`config.mk`:
```
export PLATFORM = sky130hd
export DESIGN_NAME = fec_block_framer
export DESIGN_NICKNAME = d
export VERILOG_FILES = /design/src/rtl/fec_block_framer.sv
export SDC_FILE = /design/constraint.sdc
export NUM_CORES = 1
export LEC_CHECK = 0
export ABC_CLOCK_PERIOD_IN_PS = 2300
export CAP_MARGIN = 25
export CORE_MARGIN = 2
export CORE_UTILIZATION = 33
export CTS_CLUSTER_SIZE = 14
export DETAILED_ROUTE_END_ITERATION = 10
export PLACE_DENSITY_LB_ADDON = 0.05
export SYNTH_ARGS = -nofsm -noshare
export SYNTH_HDL_FRONTEND = slang
export SYNTH_SLANG_ARGS = --single-unit
```
`constraint.sdc`:
```
create_clock -name clk -period 2.3 [get_ports clk]
set_clock_uncertainty 0.2 [all_clocks]
set_input_delay 0.345 -clock clk [delete_from_list [all_inputs] [get_ports clk]]
set_output_delay 0.345 -clock clk [all_outputs]
set_load 0.02 [all_outputs]
```
`src/rtl/fec_block_framer.sv`:
```
// fec_block_framer: splits payload bytes into SYM_W-bit symbols and frames each block with CRC, zero pad and an idle gap.
// Define FEC_BLOCK_FRAMER_CRC_EN to build the CRC-16/CCITT-FALSE generator; otherwise the CRC slots carry zeros.
module fec_block_framer #(
   parameter int SYM_W      = 4,
   parameter int DATA_BYTES = 238,
   parameter int INFO_BYTES = 240,
   parameter int GAP        = 10
) (
   input  logic             clk,
   input  logic             rst,
   input  logic [7:0]       idat,
   input  logic             ival,
   output logic             ordy,
   output logic [SYM_W-1:0] odat,
   output logic             oval,
   input  logic             ireq,
   output logic             osop,
   output logic             oeop,
   output logic             obusy
);

   localparam int NSYM = 8 / SYM_W;
   localparam int SIW  = (NSYM > 1) ? $clog2(NSYM) : 1;
   localparam int BCW  = $clog2(INFO_BYTES + 1);
   localparam int GCW  = (GAP > 0) ? $clog2(GAP + 1) : 1;
   localparam bit HAS_PAD = (INFO_BYTES > DATA_BYTES + 2);

   localparam logic [SIW-1:0] SLAST  = SIW'(NSYM - 1);
   localparam logic [BCW-1:0] B_DATA = BCW'(DATA_BYTES);
   localparam logic [BCW-1:0] B_CRC1 = BCW'(DATA_BYTES + 1);
   localparam logic [BCW-1:0] B_INFO = BCW'(INFO_BYTES);
   localparam logic [GCW-1:0] G_LAST = GCW'((GAP > 0) ? GAP - 1 : 0);

   localparam logic [2:0] ST_IDLE = 3'd0;
   localparam logic [2:0] ST_DATA = 3'd1;
   localparam logic [2:0] ST_CRC  = 3'd2;
   localparam logic [2:0] ST_PAD  = 3'd3;
   localparam logic [2:0] ST_GAP  = 3'd4;

   logic [2:0]     state, nstate;
   logic [7:0]     sreg;
   logic [SIW-1:0] sidx;
   logic           full;
   logic [BCW-1:0] bcnt;
   logic [GCW-1:0] gcnt;
   logic           rdy_en;
   logic           xfer, last_xfer, acc;
   logic           ld, blk_end;
   logic [7:0]     ld_byte;
   logic [7:0]     crc_hi, crc_lo;

   assign xfer      = full & ireq;
   assign last_xfer = xfer & (sidx == SLAST);
   // bcnt counts bytes loaded, so it doubles as the payload limit
   assign ordy      = rdy_en
                    & ((state == ST_IDLE) | (state == ST_DATA))
                    & (~full | last_xfer)
                    & (bcnt < B_DATA);
   assign acc       = ival & ordy;

   assign odat  = sreg[7 -: SYM_W];
   assign oval  = full;
   assign osop  = full & (sidx == '0) & (bcnt == BCW'(1));
   assign oeop  = full & (sidx == SLAST) & (bcnt == B_INFO);
   assign obusy = (state != ST_IDLE);

`ifdef FEC_BLOCK_FRAMER_CRC_EN
   logic [15:0] crc;

   function automatic logic [15:0] crc_upd(input logic [15:0] c,
                                           input logic [7:0]  d);
      logic [15:0] r;
      r = c ^ {d, 8'h00};
      for (int i = 0; i < 8; i++)
         r = r[15] ? ((r << 1) ^ 16'h1021) : (r << 1);
      return r;
   endfunction

   // first byte of a block reseeds the register
   always_ff @(posedge clk or negedge rst) begin
      if (!rst)
         crc <= 16'hFFFF;
      else if (acc)
         crc <= crc_upd((state == ST_IDLE) ? 16'hFFFF : crc, idat);
   end

   assign crc_hi = crc[15:8];
   assign crc_lo = crc[7:0];
`else
   assign crc_hi = 8'h00;
   assign crc_lo = 8'h00;
`endif

   // internal bytes load as the previous byte's last symbol leaves
   always_comb begin
      ld      = 1'b0;
      ld_byte = idat;
      blk_end = 1'b0;
      nstate  = state;
      if (acc) begin
         ld = 1'b1;
         if (state == ST_IDLE)
            nstate = ST_DATA;
      end else if (last_xfer) begin
         unique case (1'b1)
            (state == ST_DATA): begin
               if (bcnt == B_DATA) begin
                  ld      = 1'b1;
                  ld_byte = crc_hi;
                  nstate  = ST_CRC;
               end
            end
            (state == ST_CRC): begin
               if (bcnt == B_CRC1) begin
                  ld      = 1'b1;
                  ld_byte = crc_lo;
               end else if (HAS_PAD) begin
                  ld      = 1'b1;
                  ld_byte = 8'h00;
                  nstate  = ST_PAD;
               end else begin
                  blk_end = 1'b1;
               end
            end
            (state == ST_PAD): begin
               if (bcnt == B_INFO) begin
                  blk_end = 1'b1;
               end else begin
                  ld      = 1'b1;
                  ld_byte = 8'h00;
               end
            end
            default: ;
         endcase
      end else if (state == ST_GAP && gcnt == G_LAST) begin
         nstate = ST_IDLE;
      end
      if (blk_end)
         nstate = (GAP == 0) ? ST_IDLE : ST_GAP;
   end

   always_ff @(posedge clk or negedge rst) begin
      if (!rst) begin
         state  <= ST_IDLE;
         sreg   <= '0;
         sidx   <= '0;
         full   <= 1'b0;
         bcnt   <= '0;
         gcnt   <= '0;
         rdy_en <= 1'b0;
      end else begin
         state  <= nstate;
         rdy_en <= 1'b1;
         gcnt   <= (state == ST_GAP) ? gcnt + GCW'(1) : '0;
         if (ld) begin
            sreg <= ld_byte;
            sidx <= '0;
            full <= 1'b1;
            bcnt <= bcnt + BCW'(1);
         end else if (xfer) begin
            if (sidx == SLAST) begin
               sreg <= '0;
               sidx <= '0;
               full <= 1'b0;
            end else begin
               sreg <= sreg << SYM_W;
               sidx <= sidx + SIW'(1);
            end
         end
         if (blk_end)
            bcnt <= '0;
      end
   end

endmodule
```
After elaboration in Yosys (flattened, before gate mapping). Index checks and enable logic that the tools add are counted.

Reduce and logical (&&, ||, !) cells: 9. Bitwise operators: 14. Equal/unequal tests: 12. Add/subtract/negate cells: 3. $lt $le $gt $ge: 1. Multiplexer cells: 36.

Operators with widths (count): 2-to-1 mux 8 bit (10); equality test 8 bit (second input constant) (3); one-hot mux 8 bit (3 select lines) (1); 2-to-1 mux 3 bit (7); 2-to-1 mux 1 bit (15); AND 1 bit (10); adder 8 x 1 -> 8 bit (second input constant) (1); equality test 8 x 1 -> 1 bit (second input constant) (1); less-than comparator 8 bit (second input constant) (1); != test 4 x 1 -> 1 bit (second input constant) (2); equality test 3 x 2 -> 1 bit (second input constant) (2); nonzero test 2 bit (3); adder 4 x 1 -> 4 bit (second input constant) (1); equality test 4 bit (second input constant) (1); 2-to-1 mux 4 bit (1); AND reduction 4 bit (1); nonzero test 4 bit (1); equality test 3 x 1 -> 1 bit (second input constant) (1); equality test 3 bit (second input constant) (1); logical NOT 3 bit (1); != test 3 x 1 -> 1 bit (second input constant) (1); one-hot mux 1 bit (3 select lines) (1); nonzero test 3 bit (1); NOT 1 bit (2); other kinds (5) (6).

Logic and storage cells: 82. Register bits: 26. Output and inout port bits: 9.

Depth between registers and ports, before layout.
Depth after elaboration: 9. Gate-level depth with buffers: 8.

Worst setup path after synthesis. Ideal clock, no wire load.

Kind: register to output. From: register bcnt[2]. To: output osop. Arrival: 1796 ps. Stages on the path, launching flop included: 4. Path slack: -41 ps. Required time: 1755 ps. Cells stage by stage: dfrtp_1 -> buf_6 -> or4b_2 -> nor4_1.

Cells in the longest elaborated chain, start to end: 2.

Ends and longest elaborated chain: start: declaration (line 44) `logic [BCW-1:0] bcnt;`; start signal: assignment (line 159) `bcnt <= bcnt + BCW'(1);`; equality test 8 x 1 -> 1 bit (line 63) `assign osop = full & (sidx == '0) & (bcnt == BCW'(1));`; AND 1 bit (line 63); end: declaration (line 17) `output logic osop,`.

No other way between the ends.

Final worst setup path.
From: register bcnt[1]. To: register bcnt[5].

Cells in the longest elaborated chain, start to end: 6. Elaborated cells on any way between the ends: 21. Those cells by class: add/sub: 1; order compare: 1; eq/ne: 3; mux: 13; bitwise: 2; reduce/logical: 1.

Ends and longest elaborated chain: parallel branches: the longest is 6 deep, another holds less-than comparator 8 bit.

Parallel ways; which one is timed is not known. The select of a mux whose other input is x is not followed. A chain may end at the register's enable or synchronous reset.

==> results_dict.tcl <==
set metrics [dict create \
    synth_edf_count 0 \
    synth_area_leaders "dfrtp_1, nand2_1, ha_1" \
    fin_cells 241 \
    cp-start-kind "register" \
    reg2regPathDepth 7 \
    cts_buffers 3 \
    syn_inst 159 \
    leakagePower_nw 0.901 \
    crit_fanout 8 \
    htreeDepth 1 \
    drc 0 \
    path_class "reg2reg" \
    ant_nets 0 \
    ys_ff_latch 26 \
    initial_utilization 0.338 \
    multi_input_area_um2 800 \
    min_period_over_period 0.975 \
    synth-async-reset-ratio 1.00 \
    ys_seq_area_frac 0.445 \
    cts_tree "yes" \
    drv_cap 0 \
    arrival_ns 2.25 \
    power_density_nw_per_um2 961 \
    place_area_um2 1800 \
    post-route-min-period_ns 2.24 \
    peakVddDrop_mv 0.385 \
    grt_pass1_vias 1212 \
    fmax_mhz 446 \
    grt_pass1_wl_um 5870 \
    regToRegSetupSlack_ns 0.06 \
    slowest_stage "dfrtp_1" \
    synth_largest_area_cell "dfrtp_1" \
    r2r-end "bcnt[5]$_DFFE_PN0P_" \
    status "completed" \
    rows 24 \
    drt_wl_total_um 3470 \
    drv_slew 0 \
    num_vias 1202 \
    design_area_um2 1940 \
    setup-violations-final 0 \
    synth.distinct_cells 44 \
    synthDominantCellAreaShare 0.445 \
    grt-ovfl-total 0 \
    clockBufferDepth 2 \
    clock_latency_ns 0.27 \
    timing.setup.tns_ns 0 \
    syn_to_final_growth_pct 32.8 \
    worstSetupEndpointType "register" \
    hold_viol 0 \
    setup_slack_ns 0.0569 \
    avgRoutedWirePerCell_um 14.4 \
    die-area_um2 4980 \
    rsz0062_at_grt "true" \
    power_mw 1.87 \
    core_um2 4320 \
    clk_root_buffer_cell "clkbuf_8" \
    io_buffers 20 \
    dr.first_iter.drc_count 56 \
    avgSynthCellArea_um2 9.20 \
    dp_cells 238 \
    viasPerCell 4.99 \
    fin_util 0.449 \
    final_nets 208 \
    antenna_found_initial 0 \
    clock-sinks 26 \
    syn-num-nets 177 \
    seq_area_um2 651 \
    ys.flop_type "dfrtp_1" \
    max_stage_delay_ns 0.39 \
    synth_area_um2 1460 \
    firstDrtPassIters 4 \
    clk_pin_slew_ns 0.10 \
    reg2reg_from "bcnt[1]$_DFFE_PN0P_" \
    hpwl_um 2440 \
    required_ns 2.31 \
    hold_path_class "in2async" \
    place_ws_ns -0.143 \
    die_w_um 70.6 \
    n_antenna_cell 0 \
    fillCellCount 427 \
    ys_warn_count 0 \
    grt_max_degree 27 \
    gp_congestion 0.788 \
    path_cells "inv_2, ha_4, or3b_4, o311a_1, o21a_4, o211ai_1, mux2i_1" \
    drive_gt1_frac 0.222 \
    die_h_um 70.6 \
    ioPinCount 21 \
    track_usage 0.147 \
    timing.hold.ws_ns 0.240 \
]
==> power breakdown <==
| part | leakage, nW | internal (mW) | switching, mW | total, mW |
|---|---|---|---|---|
| sequential | 0.337 | 0.568 | 0.0773 | 0.645 |
| clock | 0.0357 | 0.233 | 0.153 | 0.386 |
| combinational | 0.528 | 0.399 | 0.436 | 0.835 |
==> kinds of logic (layout without fill, tap and decap cells) <==
group                    Yosys count  in the layout  synth area share
flip-flops                        26             26             0.445
adder cells (fa/ha/maj)            6              6            0.0513
AO/OA/AOI/OAI                     26             26             0.126
other                              1              1           0.00256
multiplexers                       7              7            0.0479
buffers and inverters             18             48            0.0693
XOR/XNOR                           3              3            0.0180
AND/OR/NAND/NOR                   72             72             0.240
==> critical path, delay by kind of cell (launching register included) <==
family / cells / cell delay, ns
fa+ha+maj: 1 / 0.12
simple gates: 1 / 0.39
compound gates: 3 / 0.79
mux: 1 / 0.20
flops: 1 / 0.39
buf+inv: 1 / 0.08
==> metal layers <==
layer	routed length [µm]	part of all wire	up-vias	GRT usage
met1	1690	0.49	577	0.216
met5	0	0	-	0
met2	1660	0.48	16	0.229
li1	-	-	605	-
met3	90	0.026	4	0.0214
met4	33	0.0095	0	0.0440
==> what timing repair did <==
item / CTS / global route
hold buffers: 0 / 0
setup endpoints to repair: 12 / 11
resized for setup: 18 / 14
cloned: 0 / 0
setup buffers: 0 / 0
pin swaps: 3 / 5
==> synthesized netlist by cell type (all sizes together), types with 2 or more instances <==
| cell | number |
|---|---|
| dfrtp | 26 |
| o21ai | 7 |
| and2 | 2 |
| inv | 5 |
| o211ai | 2 |
| nor3 | 2 |
| nor2 | 12 |
| nand3 | 8 |
| mux2i | 7 |
| a21oi | 4 |
| o2111ai | 3 |
| nor4 | 2 |
| nand3b | 3 |
| nand2b | 2 |
| ha | 6 |
| nand2 | 30 |
| xor2 | 2 |
| nor3b | 4 |
| buf | 10 |
| clkbuf | 3 |
==> state kept, by name, indices dropped and copies added, names as in the netlist <==
name	cells
bcnt	8
oval	1
sidx	1
state	3
rdy_en	1
gcnt	4
sreg	8
==> layout make-up <==
cell class	count	share of cell area
clock buffer	3	0.0213
inverter	5	0.00966
timing repair buffer	39	0.173
tap	52	0.0335
sequential	26	0.335
clock inverter	1	0.0155
multi-input combinational	115	0.412
==> layout by cell type, fill, tap and decap left out, drive strengths merged, types with 2 or more instances in the layout <==
master	Yosys	layout
nor3b	4	4
o2111ai	3	3
nand2	30	30
dfrtp	26	26
mux2i	7	7
buf	10	21
nor4	2	2
a21oi	4	4
nand2b	2	2
ha	6	6
nor2	12	12
o211ai	2	2
clkdlybuf4s50	0	16
nor3	2	2
and2	2	2
xor2	2	2
o21ai	7	7
clkbuf	3	3
nand3b	3	3
inv	5	5
nand3	8	8
==> worst max path at each step <==
stage / startpoint / to / slack, ns / cells past startpoint
2_1_floorplan: bcnt[0]$_DFFE_PN0P_ / oeop / 0.07 / 4
3_3_place_gp: bcnt[3]$_DFFE_PN0P_ / osop / -0.14 / 3
3_5_place_dp: bcnt[3]$_DFFE_PN0P_ / osop / -0.14 / 3
4_1_cts: bcnt[0]$_DFFE_PN0P_ / bcnt[6]$_DFFE_PN0P_ / 0.003 / 7
5_1_grt: bcnt[0]$_DFFE_PN0P_ / bcnt[5]$_DFFE_PN0P_ / -0.03 / 7
6_report: bcnt[1]$_DFFE_PN0P_ / bcnt[5]$_DFFE_PN0P_ / 0.06 / 7
Power figures use the tool's default switching activity.
